--- src/rtl/seg_pkg.sv ---
// Shared symbol codes and active-low segment patterns for the seven-segment display path.
// Latency: n/a (constants only).
// Backpressure: n/a.
package seg_pkg;

    localparam int SYM_W = 5;
    localparam int SEG_W = 7;

    // Symbol codes
    localparam logic [SYM_W-1:0] SYM_ZERO          = 5'd0;
    localparam logic [SYM_W-1:0] SYM_ONE           = 5'd1;
    localparam logic [SYM_W-1:0] SYM_TWO           = 5'd2;
    localparam logic [SYM_W-1:0] SYM_THREE         = 5'd3;
    localparam logic [SYM_W-1:0] SYM_FOUR          = 5'd4;
    localparam logic [SYM_W-1:0] SYM_FIVE          = 5'd5;
    localparam logic [SYM_W-1:0] SYM_SIX           = 5'd6;
    localparam logic [SYM_W-1:0] SYM_SEVEN         = 5'd7;
    localparam logic [SYM_W-1:0] SYM_EIGHT         = 5'd8;
    localparam logic [SYM_W-1:0] SYM_NINE          = 5'd9;
    localparam logic [SYM_W-1:0] ARROW_UP          = 5'd10;
    localparam logic [SYM_W-1:0] ARROW_DOWN        = 5'd11;
    localparam logic [SYM_W-1:0] ARROW_LEFT        = 5'd12;
    localparam logic [SYM_W-1:0] ARROW_RIGHT       = 5'd13;
    localparam logic [SYM_W-1:0] ARROW_UP_DOWN     = 5'd14;
    localparam logic [SYM_W-1:0] ARROW_UP_LEFT     = 5'd15;
    localparam logic [SYM_W-1:0] ARROW_UP_RIGHT    = 5'd16;
    localparam logic [SYM_W-1:0] ARROW_DOWN_LEFT   = 5'd17;
    localparam logic [SYM_W-1:0] ARROW_DOWN_RIGHT  = 5'd18;
    localparam logic [SYM_W-1:0] ARROW_LEFT_RIGHT  = 5'd19;
    localparam logic [SYM_W-1:0] ARROW_NONE        = 5'd20;

    // Active-low segment patterns, ordered {g,f,e,d,c,b,a}
    localparam logic [SEG_W-1:0] SEG_ZERO  = 7'b1000000;
    localparam logic [SEG_W-1:0] SEG_ONE   = 7'b1111001;
    localparam logic [SEG_W-1:0] SEG_TWO   = 7'b0100100;
    localparam logic [SEG_W-1:0] SEG_THREE = 7'b0110000;
    localparam logic [SEG_W-1:0] SEG_FOUR  = 7'b0011001;
    localparam logic [SEG_W-1:0] SEG_FIVE  = 7'b0010010;
    localparam logic [SEG_W-1:0] SEG_SIX   = 7'b0000010;
    localparam logic [SEG_W-1:0] SEG_SEVEN = 7'b1111000;
    localparam logic [SEG_W-1:0] SEG_EIGHT = 7'b0000000;
    localparam logic [SEG_W-1:0] SEG_NINE  = 7'b0010000;

    localparam logic [SEG_W-1:0] SEG_ARROW_UP    = 7'b1111110;
    localparam logic [SEG_W-1:0] SEG_ARROW_DOWN  = 7'b1110111;
    localparam logic [SEG_W-1:0] SEG_ARROW_LEFT  = 7'b1001111;
    localparam logic [SEG_W-1:0] SEG_ARROW_RIGHT = 7'b1111001;
    // Combined glyphs light the union of segments, i.e. AND of active-low patterns
    localparam logic [SEG_W-1:0] SEG_ARROW_UP_DOWN    = SEG_ARROW_UP   & SEG_ARROW_DOWN;
    localparam logic [SEG_W-1:0] SEG_ARROW_UP_LEFT    = SEG_ARROW_UP   & SEG_ARROW_LEFT;
    localparam logic [SEG_W-1:0] SEG_ARROW_UP_RIGHT   = SEG_ARROW_UP   & SEG_ARROW_RIGHT;
    localparam logic [SEG_W-1:0] SEG_ARROW_DOWN_LEFT  = SEG_ARROW_DOWN & SEG_ARROW_LEFT;
    localparam logic [SEG_W-1:0] SEG_ARROW_DOWN_RIGHT = SEG_ARROW_DOWN & SEG_ARROW_RIGHT;
    localparam logic [SEG_W-1:0] SEG_ARROW_LEFT_RIGHT = SEG_ARROW_LEFT & SEG_ARROW_RIGHT;

    localparam logic [SEG_W-1:0] SEG_BLANK = 7'h7F;

endpackage

--- src/rtl/seg_decoder.sv ---
// Maps a 5-bit symbol code to an active-low {g,f,e,d,c,b,a} segment pattern.
// Latency: purely combinational, 0 cycles.
// Backpressure: none; output follows input every cycle.
module seg_decoder
    import seg_pkg::*;
(
    input  logic [SYM_W-1:0] code_i,
    output logic [SEG_W-1:0] seg_o
);

    // Table lookup; blank and every illegal code fall through to all segments off
    always_comb begin
        seg_o = SEG_BLANK;
        case (code_i)
            SYM_ZERO:         seg_o = SEG_ZERO;
            SYM_ONE:          seg_o = SEG_ONE;
            SYM_TWO:          seg_o = SEG_TWO;
            SYM_THREE:        seg_o = SEG_THREE;
            SYM_FOUR:         seg_o = SEG_FOUR;
            SYM_FIVE:         seg_o = SEG_FIVE;
            SYM_SIX:          seg_o = SEG_SIX;
            SYM_SEVEN:        seg_o = SEG_SEVEN;
            SYM_EIGHT:        seg_o = SEG_EIGHT;
            SYM_NINE:         seg_o = SEG_NINE;
            ARROW_UP:         seg_o = SEG_ARROW_UP;
            ARROW_DOWN:       seg_o = SEG_ARROW_DOWN;
            ARROW_LEFT:       seg_o = SEG_ARROW_LEFT;
            ARROW_RIGHT:      seg_o = SEG_ARROW_RIGHT;
            ARROW_UP_DOWN:    seg_o = SEG_ARROW_UP_DOWN;
            ARROW_UP_LEFT:    seg_o = SEG_ARROW_UP_LEFT;
            ARROW_UP_RIGHT:   seg_o = SEG_ARROW_UP_RIGHT;
            ARROW_DOWN_LEFT:  seg_o = SEG_ARROW_DOWN_LEFT;
            ARROW_DOWN_RIGHT: seg_o = SEG_ARROW_DOWN_RIGHT;
            ARROW_LEFT_RIGHT: seg_o = SEG_ARROW_LEFT_RIGHT;
            default:          seg_o = SEG_BLANK;
        endcase
    end

endmodule

--- src/rtl/seg_scan_mux.sv ---
// Scans a 4-digit common-anode display, one digit per scan_tick, with frame-level shadowing of symbols.
// Latency: 1 cycle from a sampled tick to updated an/seg/dp; sym_in becomes visible within 4 ticks.
// Backpressure: none; every tick is consumed, back-to-back ticks advance one digit per cycle.
module seg_scan_mux
    import seg_pkg::*;
#(
    parameter int NUM_DIGITS = 4,
    parameter int SYM_BITS   = 5
) (
    input  logic                           clk,
    input  logic                           rst,
    input  logic                           scan_tick,
    input  logic                           blink_clk,
    input  logic [NUM_DIGITS*SYM_BITS-1:0] sym_in,
    input  logic [NUM_DIGITS-1:0]          blink_mask,
    input  logic [NUM_DIGITS-1:0]          dp_mask,
    output logic [NUM_DIGITS-1:0]          an,
    output logic [SEG_W-1:0]               seg,
    output logic                           dp
);

    localparam logic [1:0] LAST_IDX = 2'd3;

    logic [1:0]                     idx_q, idx_d;
    logic [NUM_DIGITS*SYM_BITS-1:0] shadow_q, shadow_d;
    logic [NUM_DIGITS-1:0]          an_q, an_d;
    logic [SEG_W-1:0]               seg_q, seg_d;
    logic                           dp_q, dp_d;

    logic [1:0]                     idx_nxt;
    logic [NUM_DIGITS*SYM_BITS-1:0] frame_nxt;
    logic [SYM_BITS-1:0]            cur_sym;
    logic [SEG_W-1:0]               cur_seg;
    logic                           cur_blink;
    logic                           cur_dp;

    // Select the digit that the next tick will show; on the wrap the fresh frame is used directly
    always_comb begin
        idx_nxt   = idx_q + 2'd1;
        frame_nxt = (idx_q == LAST_IDX) ? sym_in : shadow_q;
        cur_sym   = frame_nxt[SYM_BITS-1:0];
        cur_blink = 1'b0;
        cur_dp    = 1'b0;
        for (int i = 0; i < NUM_DIGITS; i++) begin
            if (idx_nxt == i[1:0]) begin
                cur_sym   = frame_nxt[i*SYM_BITS +: SYM_BITS];
                cur_blink = blink_mask[i];
                cur_dp    = dp_mask[i];
            end
        end
    end

    seg_decoder u_dec (
        .code_i (cur_sym),
        .seg_o  (cur_seg)
    );

    // Next-state: everything holds unless a tick arrives
    always_comb begin
        idx_d    = idx_q;
        shadow_d = shadow_q;
        an_d     = an_q;
        seg_d    = seg_q;
        dp_d     = dp_q;
        if (scan_tick) begin
            idx_d    = idx_nxt;
            shadow_d = frame_nxt;
            for (int i = 0; i < NUM_DIGITS; i++) begin
                an_d[i] = (idx_nxt != i[1:0]);
            end
            // Blinking blanks segments and dp but keeps the anode driven for even brightness timing
            if (cur_blink && blink_clk) begin
                seg_d = SEG_BLANK;
                dp_d  = 1'b1;
            end else begin
                seg_d = cur_seg;
                dp_d  = ~cur_dp;
            end
        end
    end

    // State and output registers; reset wins over a coincident tick
    always_ff @(posedge clk) begin
        if (rst) begin
            idx_q    <= LAST_IDX;
            shadow_q <= {NUM_DIGITS{ARROW_NONE}};
            an_q     <= '1;
            seg_q    <= SEG_BLANK;
            dp_q     <= 1'b1;
        end else begin
            idx_q    <= idx_d;
            shadow_q <= shadow_d;
            an_q     <= an_d;
            seg_q    <= seg_d;
            dp_q     <= dp_d;
        end
    end

    assign an  = an_q;
    assign seg = seg_q;
    assign dp  = dp_q;

endmodule

--- config.mk ---
export PLATFORM = sky130hd
export DESIGN_NAME = seg_scan_mux
export DESIGN_NICKNAME = d
export VERILOG_FILES = /design/src/rtl/seg_pkg.sv /design/src/rtl/seg_decoder.sv /design/src/rtl/seg_scan_mux.sv
export SDC_FILE = /design/constraint.sdc
export NUM_CORES = 1
export LEC_CHECK = 0
export BUFFER_PORTS_ARGS = -buffer_cell sky130_fd_sc_hd__buf_4
export CAP_MARGIN = 20
export CELL_PAD_IN_SITES_DETAIL_PLACEMENT = 0
export CELL_PAD_IN_SITES_GLOBAL_PLACEMENT = 1
export CORE_MARGIN = 1.5
export CORE_UTILIZATION = 36
export CTS_CLUSTER_SIZE = 10
export DETAILED_ROUTE_END_ITERATION = 16
export GPL_ROUTABILITY_DRIVEN = 1
export PLACE_DENSITY = 0.84
export SYNTH_ARGS = -nofsm -noshare
export SYNTH_HDL_FRONTEND = slang
export SYNTH_SLANG_ARGS = --single-unit
--- constraint.sdc ---
create_clock -name clk -period 2.96 [get_ports clk]
set_input_delay 0.296 -clock clk [delete_from_list [all_inputs] [get_ports clk]]
set_output_delay 0.296 -clock clk [all_outputs]
set_load 0.02 [all_outputs]
==> results by group, run 1 <==
Power
  • Pleak: about 1.1 nW
  • VDD IR-drop max: 0.000321 V
  • Tot Pwr: roughly 1.5 mW
  • PD cells: approximately 560 nW/um^2

Global route
  • GRT Max-Usage Layer: met2
  • Number of global-route vias before repair: 1875
  • Total congestion overflow: 0
  • GR Util met3: about 4%
  • M2 GR Usage: between 20% and 30%
  • Tot GR Track Use: about 17%
  • Initial antenna violation count: 0
  • Global-route wire length before repair: approximately 8.7 mm
  • Met1 usage: ~22%
  • Largest net degree at the start of global routing: 21

Placed design
  • Port Buffers: 43
  • Placer congestion estimate: 0.851
  • DP HPWL: about 3.9 mm
  • DP Worst Slack: 0.104 ns

Final layout
  • # nets final: 343
  • Fillers: ~550
  • Layout cells sized above 1: ~28%
  • ANT cells: 0
  • Area grow syn2layout: 24.0%

Logic synthesis
  • Yosys reg bits: 34
  • Distinct cells, synth: 49
  • Post-synthesis average cell area: 8.31 sq um
  • Post-synth EDFFs: 0
  • Post-synthesis instance area: between 2000 and 2500 sq um
  • Post-synth ARST share: 0%
  • Most used DFF post-synth: dfxtp_1
  • Seq/Total Area, Yosys: between 30% and 40%
  • Count of yosys warnings during synthesis: 0
  • Synth Net Count: approximately 300
  • Post-Synthesis Cells: 255

Die
  • Die area: 6360 sq um
  • Die span in x: between 70 and 80 um
  • Initial Util: 37.8%
  • Cell row count: 27
  • Core area: 5610 sq um
  • Die height: around 80 um
  • IO Pins: 44

STA
  • Endpoints failing setup: 0
  • Setup WS post-layout: roughly 0.22 ns
  • Max_slew headroom: approximately 52%
  • Post-route setup TNS: 0 ns
  • Tightest Pin Transition: ~0.71 ns
  • Final min period: 2.74 ns
  • Final Slew Violations: 0
  • Unrepaired setup endpoints after global routing: false
  • Final Hold Fails: 0
  • Setup Skew: approximately 0.0048 ns
  • Crit share post-route: a little over 90%
  • Fmax: roughly 370 MHz

Clock network
  • CTS sink count: 34
  • Postcts setup bufs: 0
  • Clock latency on the worst-skew pair: between 0.2 and 0.3 ns
  • Root buf cell: clkbuf_8
  • Clock Path Buffers: 2
  • CTS tree: built
  • H-tree levels: 2
  • CTS clk-pin slew, worst paths: about 0.070 ns
  • CTS buffer count: 5

Routing
  • Via count: between 1500 and 2000
  • Routed Wire Length: just over 5 mm
  • DRT Pass-1 Iters: 4
  • Vias per cell: ~5.2
  • Final ANT Viol Nets: 0
  • DRC: 0
  • WL/cell: between 10 and 15 um
  • Initial drt markers: approximately 120

Worst hold path
  • Worst min path class: in -> reg

Status
  • Status: completed

Critical path
  • Worst EP required: ~3.2 ns
  • CP Launch Type: flop
  • CP max FO: 5
  • Setup CP Type: reg -> reg
  • Setup crit end kind: flop
  • Critical path arrival: 2.95 ns

Run
  • Max_cap viols: 0
-- routing by layer --
layer	wire length, um	part of all wire, %
met5	0	0
met4	84	1.6
met3	248	4.8
met2	2430	47
met1	2400	46
-- sequential cells by signal (all words and copies together) (netlist names) --
| signal | flops |
|---|---|
| idx_q | 2 |
| seg | 7 |
| dp | 1 |
| an | 4 |
| shadow_q | 20 |
-- report_power, final --
part | leakage (nW) | internal [mW] | switching, mW
registers | 0.280 | 0.502 | 0.0259
logic | 0.812 | 0.269 | 0.320
clock network | 0.0482 | 0.188 | 0.166
-- layout by cell type (no fill, tap or decap), types with 2 or more instances in the layout --
master,instances
nand2b_1,2
clkbuf_8,6
mux2i_1,15
o21ai_0,8
ha_1,10
nor2_1,7
nand2_1,59
mux4_2,2
nand3b_1,2
o31ai_2,2
nor3_1,3
a31oi_1,2
inv_1,8
xnor2_1,2
a2111oi_0,2
mux2_2,7
dfxtp_1,33
nor2b_1,4
a22oi_2,2
buf_4,54
nand3_1,9
o221ai_1,2
nor3b_1,2
and2_1,3
ha_2,2
a21oi_1,27
-- logic make-up (layout without fill, tap and decap cells) --
family	count (synthesis)	count (layout)	share of synthesized area, %
xor gates and xnor gates	3	3	1.24
AOI/OAI and AO/OA	60	60	20.0
and+or+nand+nor	96	96	20.4
adders and majority gates	12	12	7.08
muxes	25	25	13.6
DFF	34	34	32.1
buffers and inverters	25	70	5.61
-- final timing paths --
check	from	to	slack, ns	depth (start not counted)
setup / recovery	idx_q[1]	seg[1]	0.22	12
hold / removal	sym_in[17]	shadow_q[17]	0.23	3
setup reg to reg	idx_q[1]	seg[1]	0.22	12
hold reg to reg	shadow_q[6]	shadow_q[6]	0.46	2
-- critical path: stages, from the launching register on --
cell       delay [ns]
dfxtp_1          0.38
inv_1            0.10
ha_1             0.27
mux4_2           0.24
nand2b_1         0.06
a22oi_2          0.23
inv_1            0.10
ha_1             0.36
mux2i_1          0.10
a22o_1           0.18
a2111oi_0        0.36
o21ai_0          0.14
a21oi_1          0.16
-- area by class of cell --
class / instances / area [sq um] / share of cell area (%)
Inverter: 8 / 30.0 / 1.14
Clock inverter: 1 / 5.00 / 0.190
Tap cell: 72 / 90.1 / 3.43
Timing Repair Buffer: 54 / 405 / 15.4
Multi-Input combinational cell: 196 / 1330 / 50.6
Sequential cell: 34 / 682 / 25.9
Clock buffer: 7 / 86.3 / 3.28
-- per-stage QoR --
step	instance area (sq um)	hold WS [ns]	utilization, %	instances
detailed placement	2530	0.450	45.0	364
CTS	2620	0.224	46.7	372
global route	2630	0.230	46.9	372
finish	2630	0.233	46.9	372
floorplan	2120	0.365	-	255
global placement	2530	0.441	45.0	364
-- timing repair --
item                                    4_1_cts  5_1_grt
hold buffers                                  0        0
gates resized for setup                       0        4
endpoints found under the setup margin        0        1
-- cells in the mapped netlist (2+ instances only) --
library cell / n / area share, %
nand2_1: 59 / 10
mux4_2: 2 / 2.1
and2_1: 3 / 0.89
xnor2_1: 2 / 0.83
a21oi_1: 27 / 6.4
nor3b_1: 2 / 0.71
nand2b_1: 2 / 0.59
nand3_1: 9 / 2.1
ha_1: 12 / 7.1
inv_1: 8 / 1.4
buf_1: 2 / 0.35
mux2_2: 7 / 3.7
nor2b_1: 4 / 1.2
o31ai_2: 2 / 1.2
nor3_1: 3 / 0.71
buf_6: 3 / 1.6
a2111oi_0: 2 / 0.83
o221ai_1: 2 / 0.83
buf_2: 2 / 0.47
a31oi_1: 2 / 0.59
mux2i_1: 15 / 7.1
dfxtp_1: 34 / 32
clkbuf_1: 10 / 1.8
o21ai_0: 8 / 1.9
nor2_1: 7 / 1.2
a22oi_1: 2 / 0.71
nand3b_1: 2 / 0.71
Note: power is estimated with default switching activity, not from simulation.
==> run 2: changes to the inputs <==
CORE_UTILIZATION = 40   (was 36)
PLACE_DENSITY = 0.88   (was 0.84)
clock period = 2.7 ns   (was 2.96 ns; I/O delays follow)
==> results by group, run 2 (synthesized netlist as in run 1, its figures left out) <==
Placed design
  • DP Area: 2540 sq um (+0.69%)
  • Placer congestion estimate: 0.825 (-3.0%)
  • Port Buffers: 43 (unchanged)
  • DP Worst Slack: -0.0461 ns (-0.150 ns)
  • DP HPWL: 3.62 mm (-6.8%)

Critical path
  • Max incr delay on CP: 0.47 ns (+0.09 ns)
  • Crit-path slowest cell: nor4_1
  • CP Launch Type: flop
  • Worst EP required: 2.87 ns (-0.30 ns)
  • Reg2reg start: idx_q[0]
  • CP dominant cell by count: a21oi_1
  • Cell chain of the critical path: buf_4, inv_1, ha_2, nor2b_2, a21oi_1, a22oi_2, ha_4, nor4_1, a2111oi_4, o21ai_1, a21oi_1
  • Setup crit end kind: flop
  • Critical path arrival: 2.76 ns (-0.19 ns)
  • Reg-to-reg endpoint: seg[1]
  • Setup CP Type: reg -> reg
  • CP max FO: 4 (-1)
  • R2r setup slk: 0.11 ns (-0.11 ns)
  • Reg2reg path depth: 11 (-1)

Global route
  • Largest net degree at the start of global routing: 21 (unchanged)
  • GRT Max-Usage Layer: met2
  • Total congestion overflow: 0 (unchanged)
  • GR Util met3: 4.63% (+0.74 points)
  • Global-route wire length before repair: 8.29 mm (-4.4%)
  • Initial antenna violation count: 0 (unchanged)
  • Met1 usage: 24.7% (+2.5 points)
  • Number of global-route vias before repair: 1855 (-1.1%)
  • M2 GR Usage: 30.7% (+2.7 points)
  • Tot GR Track Use: 19.0% (+1.8 points)

STA
  • Final Slew Violations: 0 (unchanged)
  • Endpoints failing setup: 0 (unchanged)
  • Fmax: 387 MHz (+5.9%)
  • Final min period: 2.59 ns (-0.153 ns)
  • Max_slew headroom: 52.4% (-0.088 points)
  • Tightest Pin Transition: 0.715 ns (+0.00132 ns)
  • Final Hold Fails: 0 (unchanged)
  • Setup Skew: 0.00790 ns (+0.00312 ns)
  • Hold Worst Slack: 0.195 ns (-0.0382 ns)
  • Crit share post-route: 95.8% (+3.2 points)
  • Setup WS post-layout: 0.115 ns (-0.107 ns)

Power
  • VDD IR-drop max: 0.000325 V (+1.2%)
  • Pleak: 1.17 nW (+2.5%)
  • Tot Pwr: 1.72 mW (+17%)
  • PD cells: 632 nW/um^2 (+13%)

Clock network
  • Post-CTS Hold Buffers: 0 (unchanged)
  • Clock latency on the worst-skew pair: 0.29 ns (about the same)
  • Root buf cell: clkbuf_8
  • CTS buffer count: 5 (unchanged)
  • CTS sink count: 34 (unchanged)
  • CTS tree: built
  • H-tree levels: 2 (unchanged)
  • CTS clk-pin slew, worst paths: 0.07 ns (about the same)
  • Clock Path Buffers: 2 (unchanged)

Worst hold path
  • Cells on Worst Hold Path: 3 (unchanged)
  • Hold Path Sink: shadow_q[4]
  • Worst min path class: in -> reg
  • Min-delay src: sym_in[4]

Routing
  • DRC: 0 (unchanged)
  • DRT Pass-1 Iters: 4 (unchanged)
  • WL/cell: 13.2 um (-4.6%)
  • Final ANT Viol Nets: 0 (unchanged)
  • Vias per cell: 5.17 (+0.46%)
  • Routed Wire Length: 4.94 mm (-4.3%)
  • Via count: 1930 (+0.73%)
  • Initial drt markers: 104 (-9.6%)

Die
  • Initial Util: 41.5% (+3.7 points)
  • Die area: 5740 sq um (-9.6%)
  • IO Pins: 44 (unchanged)
  • Die span in x: 75.8 um (-4.9%)
  • Die height: 75.8 um (-4.9%)
  • Cell row count: 26 (-3.7%)
  • Core area: 5110 sq um (-8.9%)

Final layout
  • Post-layout util: 53.2% (+6.4 points)
  • Final instance area: 2720 sq um (+3.4%)
  • Largest Register: shadow_q
  • Fillers: 488 (-12%)
  • ANT cells: 0 (unchanged)
  • Commonest cells after routing, fill and taps aside: nand2_1 (59), buf_4 (56), dfxtp_1 (32), a21oi_1 (27), mux2i_1 (15)
  • Max FFs per register: 20 (unchanged)
  • Layout cells sized above 1: 31.0% (+3.0 points)
  • Area grow syn2layout: 28.3%
  • Commonest non-fill, non-tap cell in the layout: nand2_1
  • Multi-input logic area: 1380 sq um (+3.5%)
  • Register area: 683 sq um (+0.18%)
  • # nets final: 346 (+0.87%)

Status
  • Status: completed

Run
  • Max_cap viols: 0 (unchanged)
-- run 2: worst max-delay path by stage --
stage / start / endpoint / cells after the start
after global routing: idx_q[0] / seg[1] / 11
after floorplan: idx_q[0] / seg[1] / 11
after CTS: idx_q[0] / seg[1] / 12
after detailed placement: idx_q[1] / seg[1] / 10
final: idx_q[0] / seg[1] / 11
after global placement: idx_q[0] / seg[1] / 13
-- run 2: layout make-up --
cell class	instances	share of cell area, %
clock buffer	8	4.05
inverter	8	1.10
multi-input combinational	196	50.6
sequential	34	25.1
tap	70	3.22
timing repair buffer	57	15.9
-- run 2: power by group --
group | total (mW) | internal [mW] | switching [mW]
registers | 0.577 | 0.551 | 0.0260
clock network | 0.444 | 0.258 | 0.187
logic | 0.697 | 0.328 | 0.369
-- run 2: worst max-delay path: cells and delay by family, from the launching register on --
| family | cells | cell delay (ns) |
|---|---|---|
| AOI/OAI and AO/OA | 5 | 0.73 |
| adders and majority gates | 2 | 0.48 |
| buffers and inverters | 2 | 0.22 |
| DFF | 1 | 0.32 |
| and+or+nand+nor | 2 | 0.71 |
-- run 2: what timing repair did --
item,4_1_cts,5_1_grt
pin swaps,0,3
setup buffers,0,1
resized for setup,2,12
setup endpoints to repair,1,5
gates cloned,0,0
-- run 2: stage by stage --
step / instances / setup TNS [ns]
after global routing: 373 / -0.0259
after floorplan: 255 / 0
final: 373 / 0
after CTS: 372 / 0
after detailed placement: 364 / -0.0461
after global placement: 364 / -0.0388
-- run 2: per-layer routing --
layer  vias to the layer above  share of wire, %  wire (um)
met1                       888                47       2330
met2                        50                46       2260
li1                        983                 -          -
met3                         9               5.7        284
met5                         -                 0          0
met4                         0               1.4         69
